File: src/rtl/x_tdc_pkg.sv
// Shared types and helpers for the TDC hit decoder.
// Tap/timestamp widths, FSM state codes, popcount and bubble filter.
package x_tdc_pkg;

    localparam int TAP_W  = 32;
    localparam int CRS_W  = 16;
    localparam int FINE_W = $clog2(TAP_W) + 1;
    localparam int TS_W   = CRS_W + FINE_W;

    typedef logic [1:0] fsm_t;
    localparam fsm_t IDLE    = 2'd0;
    localparam fsm_t ARMED   = 2'd1;
    localparam fsm_t HOLDOFF = 2'd2;

    typedef logic [TAP_W-1:0] tap_t;

    typedef struct packed {
        logic [CRS_W-1:0]  coarse;
        logic [FINE_W-1:0] fine;
    } ts_t;

    function automatic logic [FINE_W-1:0] popcount(input tap_t v);
        logic [FINE_W-1:0] c;
        c = '0;
        for (int i = 0; i < TAP_W; i++)
            c = c + FINE_W'(v[i]);
        return c;
    endfunction

    // Inner taps take the 3-tap majority; the two end taps pass through.
    function automatic tap_t bubble_fix(input tap_t v);
        tap_t r;
        r = v;
        for (int k = 1; k < TAP_W - 1; k++)
            r[k] = (v[k-1] & v[k]) | (v[k] & v[k+1]) | (v[k-1] & v[k+1]);
        return r;
    endfunction

endpackage

File: src/rtl/x_tdc_fifo.sv
// Timestamp FIFO: synchronous, power-of-2 depth, push/pop/full/empty.
// A push while full is accepted only if a pop happens in the same cycle.
import x_tdc_pkg::*;

module x_tdc_fifo #(
    parameter int DEPTH = 4
) (
    input  logic            i_clk,
    input  logic            i_nrst,
    input  logic            push,
    input  logic [TS_W-1:0] din,
    input  logic            pop,
    output logic [TS_W-1:0] dout,
    output logic            full,
    output logic            empty
);

    localparam int AW = $clog2(DEPTH);

    logic [TS_W-1:0] mem [DEPTH];
    logic [AW:0]     wr_ptr;
    logic [AW:0]     rd_ptr;
    logic            wr_en;
    logic            rd_en;

    assign empty = (wr_ptr == rd_ptr);
    assign full  = (wr_ptr[AW] != rd_ptr[AW]) &&
                   (wr_ptr[AW-1:0] == rd_ptr[AW-1:0]);
    assign rd_en = pop & ~empty;
    assign wr_en = push & (~full | rd_en);
    assign dout  = empty ? '0 : mem[rd_ptr[AW-1:0]];

    // Pointer update; reset empties the queue.
    always_ff @(posedge i_clk) begin
        if (!i_nrst) begin
            wr_ptr <= '0;
            rd_ptr <= '0;
        end else begin
            if (wr_en) wr_ptr <= wr_ptr + (AW+1)'(1);
            if (rd_en) rd_ptr <= rd_ptr + (AW+1)'(1);
        end
    end

    // Storage write; contents are only visible through valid pointers.
    always_ff @(posedge i_clk) begin
        if (wr_en) mem[wr_ptr[AW-1:0]] <= din;
    end

endmodule

File: src/rtl/x_tdc_decoder.sv
// TDC hit decoder: samples taps, detects hits, timestamps and queues them.
// Define BUBBLE_FILTER_EN to add a majority-filter stage before popcount.
import x_tdc_pkg::*;

module x_tdc_decoder #(
    parameter int WIDTH      = TAP_W,
    parameter int COARSE_W   = CRS_W,
    parameter int FIFO_DEPTH = 4
) (
    input  logic                   i_clk,
    input  logic                   i_nrst,
    input  logic [WIDTH-1:0]       i_data,
    input  logic                   i_arm,
    input  logic                   i_ready,
    output logic                   o_valid,
    output logic [COARSE_W-1:0]    o_coarse,
    output logic [$clog2(WIDTH):0] o_fine,
    output logic                   o_overflow,
    output logic                   o_armed
);

    tap_t                s0;
    tap_t                s0_prev;
    logic [COARSE_W-1:0] coarse;
    fsm_t                state;
    logic                hit;

    logic                enc_vld;
    tap_t                enc_tap;
    logic [COARSE_W-1:0] enc_coarse;

    logic                s1_vld;
    ts_t                 s1_ts;

    logic [TS_W-1:0]     head_raw;
    ts_t                 head;
    logic                full;
    logic                empty;
    logic                pop;

    assign hit = (state == ARMED) & s0[0] & ~s0_prev[0];

    // S0 snapshot register plus one cycle of history for edge detect.
    always_ff @(posedge i_clk) begin
        if (!i_nrst) begin
            s0      <= '0;
            s0_prev <= '0;
        end else begin
            s0      <= i_data;
            s0_prev <= s0;
        end
    end

    // Free-running coarse counter, wraps silently.
    always_ff @(posedge i_clk) begin
        if (!i_nrst) coarse <= '0;
        else         coarse <= coarse + COARSE_W'(1);
    end

    // Arm/hit/holdoff sequencing; a hit overrides a same-cycle arm.
    always_ff @(posedge i_clk) begin
        if (!i_nrst) begin
            state <= IDLE;
        end else begin
            unique case (state)
                IDLE:    if (i_arm)     state <= ARMED;
                ARMED:   if (hit)       state <= HOLDOFF;
                HOLDOFF: if (s0 == '0)  state <= ARMED;
                default:                state <= IDLE;
            endcase
        end
    end

`ifdef BUBBLE_FILTER_EN
    // S0b: majority-filtered copy of the hit sample, coarse kept aligned.
    always_ff @(posedge i_clk) begin
        if (!i_nrst) begin
            enc_vld    <= 1'b0;
            enc_tap    <= '0;
            enc_coarse <= '0;
        end else begin
            enc_vld    <= hit;
            enc_tap    <= bubble_fix(s0);
            enc_coarse <= coarse;
        end
    end
`else
    assign enc_vld    = hit;
    assign enc_tap    = s0;
    assign enc_coarse = coarse;
`endif

    // S1: encode timestamp; it is pushed into the FIFO on the next edge.
    always_ff @(posedge i_clk) begin
        if (!i_nrst) begin
            s1_vld <= 1'b0;
            s1_ts  <= '0;
        end else begin
            s1_vld       <= enc_vld;
            s1_ts.coarse <= enc_coarse;
            s1_ts.fine   <= popcount(enc_tap);
        end
    end

    assign pop = o_valid & i_ready;

    x_tdc_fifo #(
        .DEPTH (FIFO_DEPTH)
    ) u_fifo (
        .i_clk  (i_clk),
        .i_nrst (i_nrst),
        .push   (s1_vld),
        .din    (s1_ts),
        .pop    (pop),
        .dout   (head_raw),
        .full   (full),
        .empty  (empty)
    );

    // Sticky drop flag; a new drop wins over a same-cycle arm clear.
    always_ff @(posedge i_clk) begin
        if (!i_nrst)                  o_overflow <= 1'b0;
        else if (s1_vld & full & ~pop) o_overflow <= 1'b1;
        else if (i_arm)               o_overflow <= 1'b0;
    end

    assign head     = head_raw;
    assign o_valid  = ~empty;
    assign o_coarse = head.coarse;
    assign o_fine   = head.fine;
    assign o_armed  = (state == ARMED);

endmodule

File: config.mk
export PLATFORM = sky130hd
export DESIGN_NAME = x_tdc_decoder
export DESIGN_NICKNAME = d
export VERILOG_FILES = /design/src/rtl/x_tdc_pkg.sv /design/src/rtl/x_tdc_fifo.sv /design/src/rtl/x_tdc_decoder.sv
export SDC_FILE = /design/constraint.sdc
export NUM_CORES = 1
export LEC_CHECK = 0
export BUFFER_PORTS_ARGS = -buffer_cell sky130_fd_sc_hd__buf_2
export CELL_PAD_IN_SITES_DETAIL_PLACEMENT = 1
export CELL_PAD_IN_SITES_GLOBAL_PLACEMENT = 1
export CORE_AREA = 10 10 171 109
export CTS_BUF_LIST = sky130_fd_sc_hd__clkbuf_16
export DETAILED_ROUTE_END_ITERATION = 10
export DIE_AREA = 0 0 181 119
export PLACE_DENSITY = 0.68
export SYNTH_ARGS = -nofsm -noshare
export SYNTH_HDL_FRONTEND = slang
export SYNTH_SLANG_ARGS = --single-unit
File: constraint.sdc
create_clock -name i_clk -period 7 [get_ports i_clk]
set_input_delay 0.7 -clock i_clk [delete_from_list [all_inputs] [get_ports i_clk]]
set_output_delay 0.7 -clock i_clk [all_outputs]
set_load 0.01 [all_outputs]
==> summary.txt <==
Route
  – DR vias: 3755
  – ANT nets after route: 0
  – # DRC: 0
  – Avg WL per Cell: 18.3 µm
  – Drt total wl: 14200 µm
  – Starting DRT DRC Count: 186
  – Pre-antenna DRT Iters: 4
  – Routed vias/inst: 4.86

STA
  – Slew @ Worst Pin: 0.865 ns
  – Relative slew slack: 42.3%
  – Post-Route Skew: 0.00695 ns
  – TNS Setup: 0 ns
  – Pins Over Slew Limit: 0
  – RSZ-0062 raised after global routing: no
  – Max frequency: 0.213 GHz
  – Min Clock Period, post-route: 4.69 ns
  – Min setup slack post-route: 2.31 ns
  – Period utilisation layout: 67.0%
  – Setup-failing EPs final: 0
  – Final Hold Viols: 0

CTS
  – CTS Buf Count: 17
  – CTS tree: built
  – PostCTS Resize Cnt: 0
  – Reg clk slew, reported paths: 0.06 ns
  – Postcts setup bufs: 0
  – Clock root cell: clkbuf_16
  – Hold_buf cts: 0
  – Largest buffer count on any clock path: 2
  – H-Tree Depth: 4
  – Clk_lat worst skew: 0.43 ns
  – Clock Sinks: 171

Critical path
  – CP startpoint kind: register
  – R2r endpoint: s1_ts[4]
  – R2r worst-path depth: 15
  – Crit. End Element: register
  – Worst r2r src: enc_tap[0]
  – Reg2reg setup slack: 2.31 ns
  – CP Max Fanout: 2
  – Critical Path RT: 7.29 ns
  – Critical path class: register to register
  – Crit path arrival time: 4.99 ns

GRT
  – Antenna violations before repair: 0
  – First-pass GRT wire length: 23000 µm
  – Grt ovf: 0
  – Number of global-route vias before repair: 4174
  – Largest net degree at the start of global routing: 59
  – Total GRT Usage: 13.6%

Die
  – Die X: 181 µm
  – Starting Density: 43.7%
  – Die ar.: 21500 µm²
  – Std-Cell Core Area: 15700 µm²
  – # IOs: 61
  – Chip height: 119 µm
  – Core Rows: 36

Synth
  – Area of the mapped netlist: 6870 µm²
  – Synth Area in Simple Gates: 12.9%
  – Synth Register Bits: 171
  – Syn_nets: 553
  – Largest family of logic cells by synthesized area: simple AND/OR/NAND/NOR gates
  – Post-synth cell types: 40
  – Ys Warns: 0
  – Syn Area/Cell: 14.3 µm²
  – Post-Synth XOR/XNOR Area: 2.42%
  – Synth Instances: 479
  – Mux contribution to synthesized area: 7.21%
  – Adder-cell area share of the yosys netlist: 9.54%
  – Compound-gate portion of the synthesized area: 1.91%
  – Sequential fraction of the synthesis area: 62.7%

Worst hold path
  – Hold Startpoint: i_data[14]
  – Worst hold-check path type: primary input to register
  – Hold Path Cell Cnt: 2
  – Endpoint, Worst Hold: enc_tap[14]

Pwr
  – Clk pwr share: 36.3%
  – P_leak: 3.12 nW
  – Sw Share: 26.5%
  – Flop pwr share: 46.4%
  – Power Internal: 1.77 mW
  – Logic gate share of total power: 17.2%
  – P_sw: 0.638 mW
  – VDD IR max: 0.129 mV
  – Power per cell area: 302 nW/µm²

Placement
  – HPWL after DPL: 9770 µm
  – Port buffer count: 60
  – Final Wtd Congestion: 0.735
  – Placed cells: 740
  – DP Worst Slack: 2.29 ns

Layout
  – # nets final: 624
  – Share of cells above drive strength 1: 22.0%
  – Final core utilization: 50.7%
  – Area delta synth->final: 16.0%
  – Non-Filler Instances: 772
  – ANT cells: 0

Job
  – Max Cap Viol: 0

Outcome
  – Status: complete, no violations
routing by layer:
layer  part of all wire, %  vias up  track usage, %
li1                      -     1804               -
met1                    51     1867            18.9
met2                    43       69            19.8
met3                   4.4       15            3.81
met4                   1.4        0            5.57
met5                     0        -               0
flip-flops by register name, summed over array words and instances, names as in the netlist, named ones only:
name           cells
u_fifo.rd_ptr      3
s0_prev            1
state              2
u_fifo.wr_ptr      3
s1_vld             1
u_fifo.mem        88
coarse            16
enc_tap           32
s1_ts             22
o_overflow         1
worst max path at each step:
stage | start | to | slack [ns] | depth (start not counted)
after floorplan | enc_tap[0] | s1_ts[4] | 2.58 | 15
after CTS | enc_tap[0] | s1_ts[4] | 2.27 | 15
after global placement | enc_tap[0] | s1_ts[4] | 2.42 | 15
after detailed placement | enc_tap[0] | s1_ts[4] | 2.29 | 15
after global routing | enc_tap[0] | s1_ts[4] | 2.04 | 15
final | enc_tap[0] | s1_ts[4] | 2.31 | 15
logic make-up (layout without fill, tap and decap cells):
group,count (synthesis),in the layout
and+or+nand+nor,150,150
DFF,171,171
buffers and inverters,60,144
adders and majority gates,38,38
muxes,22,22
xor gates and xnor gates,19,19
AOI/OAI and AO/OA,19,19
cell usage after synthesis:
cell type	number	area (µm²)
edfxtp_1	88	2640
dfxtp_1	83	1660
and2_1	51	319
inv_1	45	169
fa_1	24	480
nor2_1	23	86.3
mux4_2	22	495
and2b_1	16	120
ha_1	14	175
nor4_1	12	75.1
nor2b_1	11	68.8
xnor2_1	10	87.6
xor2_1	9	78.8
clkbuf_1	8	30.0
nand3_1	8	40.0
nand4_1	8	50.1
nor3_1	6	30.0
nand2_1	5	18.8
a21oi_1	4	20.0
buf_1	4	15.0
o21ai_0	4	20.0
o31ai_1	4	30.0
buf_4	2	15.0
nor3b_1	2	15.0
a21boi_0	1	7.51
a21o_1	1	7.51
and2_2	1	7.51
and2_4	1	8.76
and3_1	1	6.26
and4_1	1	8.76
inv_2	1	3.75
nand2b_1	1	6.26
nand4b_1	1	8.76
o211a_1	1	10.0
o21ai_2	1	8.76
o22ai_1	1	6.26
o311ai_0	1	8.76
o41a_2	1	12.5
or3_1	1	6.26
or4_1	1	7.51
metrics by stage:
step                      total power, mW  instance area, µm²  hold WS, ns
after CTS                            2.44                7970        0.460
after detailed placement             1.56                7420        0.468
after global placement               1.54                7420        0.442
after floorplan                      1.44                6870        0.432
final                                2.41                7970        0.473
after global routing                 2.56                7970        0.458
cell type report:
cell class	instances	area, µm²
clock buffer	17	425
clock inverter	15	125
fill	1562	7750
inverter	46	173
multi-input combinational	248	2340
sequential	171	4300
tap	209	262
timing repair buffer	66	345
power by group through the flow:
stage | registers [mW] | logic (mW) | clock network (mW)
2_1_floorplan | 1.13 | 0.310 | 0
3_3_place_gp | 1.14 | 0.406 | 0
3_5_place_dp | 1.14 | 0.416 | 0
4_1_cts | 1.12 | 0.425 | 0.895
5_1_grt | 1.12 | 0.493 | 0.942
6_report | 1.12 | 0.415 | 0.875
placed cells by master, fill, tap and decap left out, types with 14 or more instances in the layout:
cell type	Yosys	layout
and2_1	51	51
inv_1	45	46
clkbuf_16	0	17
fa_1	24	24
mux4_2	22	22
edfxtp_1	88	88
ha_1	14	14
nor2_1	23	23
and2b_1	16	16
buf_2	0	60
dfxtp_1	83	83
worst max-delay path, cell delays in order, from the launching register on:
cell	delay, ns
dfxtp_1	0.33
fa_1	0.53
inv_1	0.05
fa_1	0.47
fa_1	0.56
fa_1	0.44
fa_1	0.53
fa_1	0.41
inv_1	0.07
ha_1	0.16
inv_1	0.06
fa_1	0.37
nor2b_1	0.16
o21ai_0	0.11
a21boi_0	0.23
nor3_1	0.07
(Power assumes the default switching activity.)
